<file path="config.mk">
export PLATFORM = sky130hd
export DESIGN_NAME = nonce_scheduler
export DESIGN_NICKNAME = d
export VERILOG_FILES = /design/src/rtl/nonce_scheduler.sv
export SDC_FILE = /design/constraint.sdc
export NUM_CORES = 2
export LEC_CHECK = 0
export ABC_AREA = 1
export CAP_MARGIN = 20
export CORE_AREA = 5 5 736 738
export CTS_CLUSTER_SIZE = 25
export DETAILED_ROUTE_END_ITERATION = 12
export DIE_AREA = 0 0 741 743
export GPL_ROUTABILITY_DRIVEN = 0
export PLACE_DENSITY_LB_ADDON = 0.1
export SYNTH_ARGS = -nofsm -noshare
export SYNTH_HDL_FRONTEND = slang
export SYNTH_SLANG_ARGS = --single-unit
export TNS_END_PERCENT = 10
</file>
<file path="constraint.sdc">
create_clock -name clk -period 66.8 [get_ports clk]
set_input_delay 16.7 -clock clk [delete_from_list [all_inputs] [get_ports clk]]
set_output_delay 16.7 -clock clk [all_outputs]
set_load 0.02 [all_outputs]
</file>
<file path="src/rtl/nonce_scheduler.sv">
`default_nettype none
// ============================================================================
// Module      : nonce_scheduler
// Description : Steps one miner core across a nonce range and compares each
//               double-SHA result against a 256-bit target.
// Revision    : 1.0 - initial release
// ============================================================================
module nonce_scheduler #(
    parameter int HASH_LE = 1,
    parameter int TIMEOUT = 4096
) (
    input  logic         clk,
    input  logic         rst,
    input  logic         start,
    input  logic         abort,
    input  logic [607:0] header_prefix,
    input  logic [255:0] target,
    input  logic [31:0]  nonce_start,
    input  logic [31:0]  nonce_end,
    output logic [639:0] miner_block,
    output logic         miner_rst,
    input  logic [255:0] miner_hash,
    input  logic         miner_done,
    output logic         busy,
    output logic         found,
    output logic         exhausted,
    output logic         timeout_err,
    output logic [31:0]  golden_nonce,
    output logic [31:0]  cur_nonce
);

    typedef enum logic [1:0] {
        S_IDLE  = 2'd0,
        S_LOAD  = 2'd1,
        S_RUN   = 2'd2,
        S_CHECK = 2'd3
    } state_t;

    localparam logic [11:0] c_cnt_last = 12'(TIMEOUT - 1);

    state_t         r_state;
    logic [607:0]   r_prefix;
    logic [255:0]   r_target;
    logic [31:0]    r_end;
    logic [255:0]   r_hash;
    logic [11:0]    r_cnt;

    logic [255:0]   w_h;
    logic           w_hit;
    logic           w_last;

    generate
        if (HASH_LE != 0) begin : g_le
            for (genvar gi = 0; gi < 32; gi++) begin : g_hswap
                assign w_h[8*gi +: 8] = r_hash[8*(31-gi) +: 8];
            end
        end else begin : g_be
            assign w_h = r_hash;
        end
    endgenerate

    assign w_hit  = (w_h <= r_target);
    assign w_last = (cur_nonce == r_end);

    // Nonce sits little-endian in the last header word.
    assign miner_block = {r_prefix, cur_nonce[7:0], cur_nonce[15:8],
                          cur_nonce[23:16], cur_nonce[31:24]};

    always_ff @(posedge clk or posedge rst) begin
        if (rst) begin
            r_state      <= S_IDLE;
            r_prefix     <= '0;
            r_target     <= '0;
            r_end        <= '0;
            r_hash       <= '0;
            r_cnt        <= '0;
            miner_rst    <= 1'b1;
            busy         <= 1'b0;
            found        <= 1'b0;
            exhausted    <= 1'b0;
            timeout_err  <= 1'b0;
            golden_nonce <= '0;
            cur_nonce    <= '0;
        end else begin
            case (r_state)
                S_IDLE: begin
                    if (start) begin
                        r_prefix    <= header_prefix;
                        r_target    <= target;
                        r_end       <= nonce_end;
                        found       <= 1'b0;
                        timeout_err <= 1'b0;
                        if (nonce_start > nonce_end) begin
                            exhausted <= 1'b1;
                        end else begin
                            exhausted <= 1'b0;
                            cur_nonce <= nonce_start;
                            busy      <= 1'b1;
                            r_state   <= S_LOAD;
                        end
                    end
                end
                S_LOAD: begin
                    if (abort) begin
                        busy    <= 1'b0;
                        r_state <= S_IDLE;
                    end else begin
                        miner_rst <= 1'b0;
                        r_cnt     <= '0;
                        r_state   <= S_RUN;
                    end
                end
                S_RUN: begin
                    r_cnt <= r_cnt + 12'd1;
                    if (abort) begin
                        miner_rst <= 1'b1;
                        busy      <= 1'b0;
                        r_state   <= S_IDLE;
                    end else if (r_cnt == c_cnt_last) begin
                        timeout_err <= 1'b1;
                        miner_rst   <= 1'b1;
                        busy        <= 1'b0;
                        r_state     <= S_IDLE;
                    end else if (miner_done && (r_cnt != 12'd0)) begin
                        // First RUN cycle may still see done from the previous nonce.
                        r_hash    <= miner_hash;
                        miner_rst <= 1'b1;
                        r_state   <= S_CHECK;
                    end
                end
                S_CHECK: begin
                    if (abort) begin
                        busy    <= 1'b0;
                        r_state <= S_IDLE;
                    end else if (w_hit) begin
                        found        <= 1'b1;
                        golden_nonce <= cur_nonce;
                        busy         <= 1'b0;
                        r_state      <= S_IDLE;
                    end else if (w_last) begin
                        exhausted <= 1'b1;
                        busy      <= 1'b0;
                        r_state   <= S_IDLE;
                    end else begin
                        cur_nonce <= cur_nonce + 32'd1;
                        r_state   <= S_LOAD;
                    end
                end
                default: begin
                    miner_rst <= 1'b1;
                    busy      <= 1'b0;
                    r_state   <= S_IDLE;
                end
            endcase
        end
    end

endmodule
`default_nettype wire

</file>
==> reports/metrics.yaml <==
status: "finished clean"
synth_edf_count: 0
cp.depth: 10
numCtsBuffers: 190
placement.io_buffers: 1897
cts_sinks: 1235
grt_max_degree: 176
vias: 49600
cts_max_level: 4
startpoint_type: "input port"
p_clk_share_pct: 23.5
critPathRequiredTime_ps: 67580
synth_commonest_cells: "nand2_1, dfrtp_1, inv_1, o21ai_0, ha_1"
reg2reg_to: "r_prefix[167]"
drt_pass1_iterations: 6
cts-root-buf: "clkbuf_16"
startpoint: "start"
antenna_found_initial: 308
synth_nets: 7453
synth_flop_cell: "dfrtp_1"
worst_r2r_path_depth: 10
core_area_um2: 535000
dp_hpwl_um: 336000
rsz0062_at_grt: "no"
clkSlewWorstSetupHoldPaths_ps: 60
hp-class: "flip-flop to flip-flop"
wl_per_cell_um: 27.0
utilization_pct: 16.7
rows: 269
internal_power_mw: 2.54
p_total_mw: 4.49
tns_ps: 0
die_h_um: 743
ys_seq_area_share_pct: 55.4
yosysMostFrequentCell: "nand2_1"
synth_area_um2: 55800
yosys-top-cells-area: "dfrtp_1, nand2_1, ha_1"
vias_per_cell: 3.29
cp_cell_sequence: "clkdlybuf4s50_1 -> inv_1 -> nor2_4 -> inv_8 -> buf_4 -> buf_4 -> buf_4 -> buf_4 -> nand2_1 -> nand2_1"
cp-end-kind: "flip-flop"
setup_viol: 0
postSynthAreaPerCell_um2: 9.34
peakVddDrop_mv: 0.0249
yosysWarnings: 0
grt_usage_pct: 14.2
cpMostUsedCell: "buf_4"
p_per_area_nw_per_um2: 50.4
cts_setup_buffers: 0
cts_buffer_depth: 4
antenna_left: 0
finalCritPeriodShare_pct: 31.4
endpoint: "r_prefix[167]"
synthDistinctLibCells: 46
cp_max_fo: 84
grt_first_pass_wirelength_um: 528000
postSynthCellCount: 5973
wirelength_um: 406000
pwr-share-seq_pct: 30.9
overflow: 0
relSlewSlack_pct: 21.6
fmax_mhz: 47.7
power.switching_mw: 1.95
nets: 9308
combinationalPowerShare_pct: 45.6
drc: 0
clock_skew_ps: 98.9
path_delay_family: "buffers and inverters"
grt_pass1_vias: 51900
synth_top_cell_area_share_pct: 55.4
regToRegSetupSlack_ps: 61600
reg2reg_from: "r_state[1]"
syn_to_final_growth_pct: 59.8
dieArea_um2: 551000
worstSetupPathType: "input port to flip-flop"
worst-path-buf-inv: 7
drv_cap: 0
yosys.area.top_type: "dfrtp_1"
io_pins: 1898
p_leak_nw: 40.0
drtIter0Drc: 2758
hold_violations: 0
drive_gt1_share_pct: 8.00
place_ws_ps: 44790
hold_buffers: 0
cp.arrival_ps: 21760
insertion_delay_ps: 920
min_period_ps: 20980
max_stage_delay_ps: 890
switching_share_pct: 43.4
async_flop_share_pct: 100
cts_tree: "done"
timing_worst_slew_pin_value_ps: 1180
cts_resized: 0
start_util_pct: 10.4
die_w_um: 741
slowest_stage: "buf_4"
ys_seq_elements: 1235
layout_setup_ws_ps: 45820
slew_viol_final: 0
-- flip-flops by register name, indices dropped and copies added, names as in the netlist --
| register | flops |
|---|---|
| r_prefix | 608 |
| found | 1 |
| r_end | 32 |
| cur_nonce | 32 |
| golden_nonce | 32 |
| r_cnt | 12 |
| r_state | 2 |
| exhausted | 1 |
| r_target | 256 |
| miner_rst | 1 |
| r_hash | 256 |
| timeout_err | 1 |
| busy | 1 |
-- area by class of cell --
type,count,area (µm²)
multi-input combinational,4040,21900
tap,7046,8820
fill,59700,446000
inverter,407,1540
clock inverter,54,796
timing repair buffer,1954,19500
clock buffer,281,5580
sequential,1235,30900
antenna,46,115
-- through the flow --
stage / std cells / hold WS, ps / instance area [µm²]
finish: 15100 / 464 / 89100
floorplan: 5973 / 448 / 55800
global placement: 14700 / 455 / 82600
CTS: 15000 / 471 / 89000
detailed placement: 14700 / 457 / 82700
global route: 15000 / 482 / 89000
-- how the worst min path moves through the flow --
stage / slack (ps) / startpoint / endpoint / cells after the start
global placement: 460 / r_prefix[499] / r_prefix[499] / 2
CTS: 470 / r_prefix[54] / r_prefix[54] / 2
global route: 480 / r_prefix[54] / r_prefix[54] / 2
detailed placement: 460 / r_prefix[482] / r_prefix[482] / 2
floorplan: 450 / r_target[0] / r_target[0] / 2
finish: 460 / r_prefix[10] / r_prefix[10] / 2
-- tightest hold or removal path, delay by kind of cell, from the launching register on --
kind / cells / cell delay [ps]
AND/OR/NAND/NOR: 2 / 90
flip-flops: 1 / 340
-- power by group through the flow --
stage	sequential [mW]	combinational, mW	clock (mW)
2_1_floorplan	1.53	0.819	0
3_3_place_gp	1.41	2.11	0
3_5_place_dp	1.41	2.11	0
4_1_cts	1.40	2.12	1.11
5_1_grt	1.43	2.25	1.13
6_report	1.39	2.05	1.06
-- cells in the final DEF, fill, tap and decap left out, types with 5 or more instances in the layout --
cell type	count
nand2_1	2585
clkdlybuf4s50_1	1897
dfrtp_1	1234
inv_1	397
o21ai_0	370
ha_1	291
mux2_4	225
clkbuf_16	193
a21oi_1	154
nor2_1	94
nand3_1	74
buf_4	51
diode_2	46
clkbuf_1	46
nand4_1	42
clkbuf_8	42
nor3_1	27
mux2_2	27
xnor2_1	26
clkinv_2	23
o21ai_1	21
nor4_1	16
o21a_1	14
bufinv_16	14
nor2_2	11
inv_2	7
o31ai_1	7
xor2_1	7
nand2_2	5
nand3b_1	5
buf_12	5
-- kinds of logic (layout without fill, tap and decap cells) --
group           after synthesis  count (layout)  synth area share [%]
compound gates              581             581                  5.36
xor+xnor                     33              33                 0.518
fa+ha+maj                   291             291                  6.53
buf+inv                     698            2696                  5.35
flops                      1235            1235                  55.4
mux                         256             256                  6.68
other cells                   0              46                     0
simple gates               2879            2879                  20.2
-- routing by layer --
layer	GRT usage (%)	routed length (µm)	share of wire, %
met3	5.71	36500	9.0
met5	0	1470	0.36
met4	3.28	12000	3.0
met2	25.0	199000	49
met1	16.0	157000	39
Note: power is estimated with default switching activity, not from simulation.
